## src/rtl/servo_pwm_gen.sv

```systemverilog
// Multi-channel hobby-servo PWM generator with shadowed pulse-width registers.
// New widths take effect only at a period boundary, so a pulse is never cut short.
module servo_pwm_gen #(
   parameter int NUM_CH    = 12,
   parameter int CLK_DIV   = 100,
   parameter int PERIOD_US = 20000,
   parameter int PW_W      = 16,
   parameter int PW_MIN    = 500,
   parameter int PW_MAX    = 2500
) (
   input  logic                      s_axi_aclk,
   input  logic                      s_axi_aresetn,
   input  logic                      enable,
   input  logic                      wr_valid,
   output logic                      wr_ready,
   input  logic [$clog2(NUM_CH)-1:0] wr_ch,
   input  logic [PW_W-1:0]           wr_pw,
   output logic                      wr_err,
   output logic [NUM_CH-1:0]         pwm_out,
   output logic                      period_start,
   output logic [15:0]               frame_cnt
);

   localparam int PRE_W = (CLK_DIV > 1) ? $clog2(CLK_DIV) : 1;
   localparam int US_W  = $clog2(PERIOD_US);

   localparam logic [PRE_W-1:0] PRE_LAST = PRE_W'(CLK_DIV - 1);
   localparam logic [US_W-1:0]  US_LAST  = US_W'(PERIOD_US - 1);
   localparam logic [PW_W-1:0]  PW_MIN_V = PW_W'(PW_MIN);
   localparam logic [PW_W-1:0]  PW_MAX_V = PW_W'(PW_MAX);

   logic [PRE_W-1:0]  prescaler;
   logic [US_W-1:0]   us_cnt;
   logic [PW_W-1:0]   shadow [NUM_CH];
   logic [PW_W-1:0]   active [NUM_CH];
   logic              enable_active;
   logic              tick;
   logic              boundary;
   logic              wr_fire;
   logic              ch_ok;
   logic [PW_W-1:0]   pw_clamped;
   logic [NUM_CH-1:0] pwm_next;

   // Writes are held off during the boundary cycle so shadow->active never races a write.
   always_comb begin
      tick     = (prescaler == PRE_LAST);
      boundary = tick && (us_cnt == US_LAST);
      wr_ready = !boundary;
      wr_fire  = wr_valid && wr_ready;
      ch_ok    = int'(wr_ch) < NUM_CH;
   end

   // NOTE: every variable in an always_comb gets a value on every path (here the
   // if/else chain is complete); a missing branch would infer a latch.
   always_comb begin
      if (wr_pw == '0) begin
         pw_clamped = '0;
      end else if (wr_pw < PW_MIN_V) begin
         pw_clamped = PW_MIN_V;
      end else if (wr_pw > PW_MAX_V) begin
         pw_clamped = PW_MAX_V;
      end else begin
         pw_clamped = wr_pw;
      end
   end

   always_comb begin
      pwm_next = '0;
      for (int i = 0; i < NUM_CH; i++) begin
         pwm_next[i] = enable_active && (active[i] != '0) && (int'(us_cnt) < int'(active[i]));
      end
   end

   // NOTE: sequential state uses non-blocking assignments so every register
   // samples pre-edge values, independent of statement order.
   always_ff @(posedge s_axi_aclk or negedge s_axi_aresetn) begin
      if (!s_axi_aresetn) begin
         prescaler    <= '0;
         us_cnt       <= '0;
         period_start <= 1'b0;
         frame_cnt    <= '0;
      end else begin
         prescaler    <= tick ? '0 : prescaler + 1'b1;
         period_start <= boundary;
         if (boundary) begin
            us_cnt    <= '0;
            frame_cnt <= frame_cnt + 16'd1;
         end else if (tick) begin
            us_cnt <= us_cnt + 1'b1;
         end
      end
   end

   // NOTE: the shadow and active arrays are reset on purpose: after reset every
   // channel must read as off until software writes it again.
   always_ff @(posedge s_axi_aclk or negedge s_axi_aresetn) begin
      if (!s_axi_aresetn) begin
         for (int i = 0; i < NUM_CH; i++) begin
            shadow[i] <= '0;
            active[i] <= '0;
         end
         enable_active <= 1'b0;
         wr_err        <= 1'b0;
      end else begin
         wr_err <= wr_fire && !ch_ok;
         if (wr_fire && ch_ok) begin
            shadow[wr_ch] <= pw_clamped;
         end
         if (boundary) begin
            for (int i = 0; i < NUM_CH; i++) begin
               active[i] <= shadow[i];
            end
            enable_active <= enable;
         end
      end
   end

   always_ff @(posedge s_axi_aclk or negedge s_axi_aresetn) begin
      if (!s_axi_aresetn) begin
         pwm_out <= '0;
      end else begin
         pwm_out <= pwm_next;
      end
   end

endmodule

```

## config.mk

```make
export PLATFORM = sky130hd
export DESIGN_NAME = servo_pwm_gen
export DESIGN_NICKNAME = d
export VERILOG_FILES = /design/src/rtl/servo_pwm_gen.sv
export SDC_FILE = /design/constraint.sdc
export NUM_CORES = 1
export LEC_CHECK = 0
export CORE_ASPECT_RATIO = 0.5
export CORE_MARGIN = 3
export CORE_UTILIZATION = 32
export DETAILED_ROUTE_END_ITERATION = 8
export HOLD_SLACK_MARGIN = 0.05
export PLACE_DENSITY = 0.56
export SLEW_MARGIN = 30
export SYNTH_ARGS = -nofsm -noshare
export SYNTH_HDL_FRONTEND = slang
export SYNTH_SLANG_ARGS = --single-unit
```

## constraint.sdc

```tcl
create_clock -name s_axi_aclk -period 3.33 [get_ports s_axi_aclk]
set_input_delay 0.666 -clock s_axi_aclk [delete_from_list [all_inputs] [get_ports s_axi_aclk]]
set_output_delay 0.666 -clock s_axi_aclk [all_outputs]
set_load 0.01 [all_outputs]
```

Yosys cells after proc, flatten, opt, wreduce, memory -nomap -nowiden
Index checks and enable logic that the tools add are counted.
- bits in registers: 437
- input port bits: 24
- word-level logic and storage cells: 108
- $add $sub $neg: 3
- order comparisons: 17
- equality and inequality tests: 2
- muxes and demuxes: 9
- bitwise logic cells: 1
- reductions and logical operators: 45
- operators by type and width (operator ; number):
    bitwise mux 192 bit ; 1
    < comparator 15 x 16 -> 1 bit ; 12
    nonzero test 16 bit ; 12
    demux 16 bit (select 4 bit) ; 1
    2-to-1 mux 16 bit ; 4
    2-to-1 mux 15 bit ; 2
    logical AND 1 bit ; 29
    adder 16 x 1 -> 16 bit, second input constant ; 1
    > comparator 16 x 12 -> 1 bit, second input constant ; 1
    logical NOT 16 bit ; 1
    < comparator 16 x 9 -> 1 bit, second input constant ; 1
    adder 15 x 1 -> 15 bit, second input constant ; 1
    equality test 15 bit, second input constant ; 1
    adder 7 x 1 -> 7 bit, second input constant ; 1
    equality test 7 bit, second input constant ; 1
    2-to-1 mux 7 bit ; 1
    >= comparator 5 bit, second input constant ; 1
    < comparator 5 x 1 -> 1 bit, second input constant ; 1
    inverter 4 -> 5 bit ; 1
    < comparator 4 bit, second input constant ; 1
    logical NOT 1 bit ; 2
    nonzero test 2 bit ; 1

Longest topological paths before layout
- word-level depth: 6
- depth in mapped cells: 9
- depth with buffers taken out: 7

Worst setup path before layout
Ideal clock, no wire load.
- kind: register to output
- from: register us_cnt[1]
- to: output wr_ready
- data arrival time: 1.629 ns
- required time: 2.664 ns
- slack: 1.035 ns
- cell stages (with the launch flop): 7
- path buffers: 1
- path through: dfrtp_1 -> ha_1 -> inv_1 -> or3_1 -> buf_6 -> nor2_4 -> inv_1
- cells in the longest elaborated chain, start to end: 3
- ends and longest elaborated chain (what ; line ; source):
    start, declared ; 33 ; logic [US_W-1:0] us_cnt;
    start signal, assigned ; 89 ; us_cnt <= us_cnt + 1'b1;
    equality test 15 bit ; 47 ; boundary = tick && (us_cnt == US_LAST);
    logical AND 1 bit ; 47 ;
    logical NOT 1 bit ; 48 ; wr_ready = !boundary;
    end, declared ; 15 ; output logic wr_ready,
No other way between the ends.

Final worst setup path
- from: register prescaler[0]
- to: output wr_ready
- cells in the longest elaborated chain, start to end: 3
- ends and longest elaborated chain (what ; line ; source):
    start, declared ; 32 ; logic [PRE_W-1:0] prescaler;
    start signal, assigned ; 83 ; prescaler <= tick ? '0 : prescaler + 1'b1;
    equality test 7 bit ; 46 ; tick = (prescaler == PRE_LAST);
    logical AND 1 bit ; 47 ;
    logical NOT 1 bit ; 48 ;
No other way between the ends.

==> results.md <==
- Ports: 55
- CP max stage cell: clkdlybuf4s50_1
- Synth Register Bits: 437
- Reg2reg path depth: 7
- Die area: 67800 sq um
- Ratio of cells with drive above 1 in the final layout: 0.0747
- Post-Syn Nets: 2256
- Worst VDD drop: 0.316 mV
- Global route overflow: 0
- DR WL met3: 1930 microns
- Starting density of the core: 0.326
- Slew Viols, Final: 0
- Slew at the pin closest to its max-slew limit: 0.774 ns
- Uppermost layer routed: met4
- WS Path Type: flip-flop to output port
- Worst Skew: 0.0103 ns
- Leak: 10.9 nW
- Cell Area, Synth: 20700 sq um
- Met2 wire length: 22700 microns
- Synth area leader: dfrtp_1
- Critical Path End Type: output port
- Max Cap Violations: 0
- Routed WL: 52500 microns
- WL/cell: 17.6 microns
- Startpoint Class: flip-flop
- Cells along the critical path: ha_2 -> nand4bb_4 -> or3_1 -> nor2_4 -> inv_1 -> clkdlybuf4s50_1
- NumNets Final: 2320
- Die width: 365 microns
- Sequential cell area fraction in the yosys report: 0.530
- Wl on met1: 26900 microns
- CTS Hold Bufs: 0
- Top cell type's share of synthesized area: 0.530
- RSZ-0062 raised after global routing: false
- Worst skew pair latency: 0.54 ns
- Final hold violation count: 0
- Number of port buffers: 54
- Status: completed
- Residual DRC count: 0
- Placed insts: 2916
- Worst min-delay path class: primary input to asynchronous set/reset pin
- R2r startpoint: prescaler[0]$_DFF_PN0_
- Post-synth EDFFs: 0
- Vias: 14.8k
- Period utilization: 0.963
- Crit path DAT: 2.54 ns
- Final worst slack: 0.124 ns
- CP peak stage delay: 0.52 ns
- Largest net degree at the start of global routing: 172
- Fmax: 312 MHz
- Post-Syn Area per Cell: 10.0 sq um
- Synth area leaders: dfrtp_1 (53%), ha_1 (10%), o21ai_0 (8.6%)
- First drt pass iteration count: 5
- Post CTS Setup Buffer Count: 0
- Setup TNS: 0 ns
- R2R setup slack: 0.72 ns
- Row count: 65
- Post-route ant nets: 0
- Synth Flop Type: dfrtp_1
- Cell area power density: 459 nW/um^2
- DR vias/cell: 4.94
- Worst Setup SP: prescaler[0]$_DFF_PN0_
- TritonCTS clock tree: done
- Final min period: 3.21 ns
- First-pass GRT wire length: 83400 microns
- Post-CTS Resized: 0
- Slew HR: 0.484
- Cts bufs inserted: 44
- Crit Path Max Fanout: 6
- Final Setup Violations: 0
- Vias in the first global route: 14.4k
- Synth cell types: 51
- Antenna cells: 0
- Total track usage: 0.157
- Non-Filler Instances: 2991
- Asr flop ratio synth: 1.00
- Buf+Inv Stages, Crit Path: 2
- Cells after synthesis: 2061
- Drt initial violations: 1027
- Initial antenna violation count: 1
- Clock H-tree levels: 2
- CP Data Required Time: 2.66 ns
- Hold Worst Slack: 0.0752 ns
- WP depth: 6
- Clock slew at reported path FFs: 0.06 ns
- CTS root buffer: clkbuf_16
- Synth warnings: 0
- HPWL after detailed placement: 33500 microns
- GPL Wtd Cong: 0.802
- Delay-heaviest family, CP: simple AND/OR/NAND/NOR gates
- Clock sink total: 437
- CTS max path bufs: 3
- Die height: 186 microns
- Area growth, synth to finish: 14.6%
- Fillers: 6281
- Setup WS pre-CTS: 0.412 ns
- Core area: 63400 sq um
## layout by cell type, fill, tap and decap left out, types with 12 or more instances in the layout
cell type,synthesis,final
a21o_1,25,25
ha_1,171,170
nand2b_1,13,13
nor4_1,52,52
mux2_2,26,26
clkbuf_1,17,12
dfrtp_1,437,437
nand4_1,33,33
o221ai_1,12,12
clkdlybuf4s50_1,0,53
clkbuf_16,0,45
o21a_1,12,12
xnor2_1,23,23
o21ai_0,353,352
and3_1,21,21
nand3_1,19,19
nor2_1,18,18
nand2_1,384,384
and2_1,50,50
a21oi_1,64,64
buf_4,10,41
a2111oi_0,12,12
inv_1,176,176
and4b_1,12,12
nor3_1,14,14
## worst register-to-register path, cell delays in order, from the launching register on
cell	delay [ns]
dfrtp_1	0.37
ha_2	0.25
nand4bb_4	0.16
or3_1	0.40
nor2_4	0.13
buf_4	0.17
buf_12	0.38
mux2_2	0.64
## area by class of cell
| class | instances | area, sq um | share of cell area |
|---|---|---|---|
| clock buffer | 65 | 1280 | 0.0542 |
| multi-input combinational | 1364 | 8640 | 0.365 |
| tap | 837 | 1050 | 0.0443 |
| sequential | 437 | 10900 | 0.462 |
| timing repair buffer | 102 | 993 | 0.0420 |
| inverter | 176 | 661 | 0.0279 |
| clock inverter | 10 | 100 | 0.00423 |
## metrics by stage
stage | power (mW) | utilization | area, sq um
final | 10.9 | 0.373 | 23700
after global routing | 11.3 | 0.373 | 23700
after CTS | 11.0 | 0.373 | 23600
after detailed placement | 6.08 | 0.351 | 22300
after global placement | 6.07 | 0.351 | 22300
after floorplan | 5.83 | - | 20700
## power breakdown
part	internal, mW	total (mW)	switching [mW]
sequential	5.50	5.61	0.112
clock	2.80	4.88	2.07
combinational	0.119	0.365	0.246
total	8.42	10.9	2.43
## cells in the mapped netlist (2+ instances only)
master / count
buf_2: 44
nand3_1: 19
mux2_2: 26
and2_1: 50
o21ai_1: 4
inv_1: 176
ha_1: 171
clkbuf_1: 17
and4b_1: 12
nor2_1: 18
nand2_1: 384
nand4_1: 33
o21ai_0: 353
a21boi_0: 2
o221ai_1: 12
o211ai_2: 6
nand2b_1: 13
nor3_1: 14
a21o_1: 25
xnor2_1: 23
o211ai_4: 6
o211ai_1: 2
nor4_1: 52
xor2_1: 6
and3_1: 21
a21oi_1: 64
buf_6: 2
nor2b_1: 2
buf_4: 10
or3_1: 2
a2111oi_0: 12
dfrtp_1: 437
o21a_1: 12
o31ai_1: 3
clkbuf_2: 10
o22ai_1: 3
## metal layers
layer | vias up | GRT usage
met5 | - | 0
met4 | 0 | 0.0345
met3 | 59 | 0.0210
met2 | 193 | 0.242
met1 | 7314 | 0.235
li1 | 7202 | -
## cells by family after synthesis
kind of cell | Yosys count | share of synthesized area
and+or+nand+nor | 630 | 0.146
AOI/OAI and AO/OA | 507 | 0.140
buffers and inverters | 260 | 0.0539
muxes | 27 | 0.0147
adders and majority gates | 171 | 0.104
xor gates and xnor gates | 29 | 0.0123
DFF | 437 | 0.530
## registers in the layout (all words and copies together), names as in the netlist
name,cells
pwm_out,12
active,192
shadow,192
wr_err,1
frame_cnt,16
enable_active,1
period_start,1
us_cnt,15
prescaler,7
## final timing paths
kind                                               end
max in group asynchronous       active[46]$_DFFE_PN0N_
worst min register to register  active[76]$_DFFE_PN0N_
min in group s_axi_aclk         active[76]$_DFFE_PN0N_
worst min-delay path              pwm_out[3]$_DFF_PN0_
worst max register to register  active[32]$_DFFE_PN0N_
worst max-delay path                          wr_ready
No activity file was read; power rests on OpenSTA's default activity.
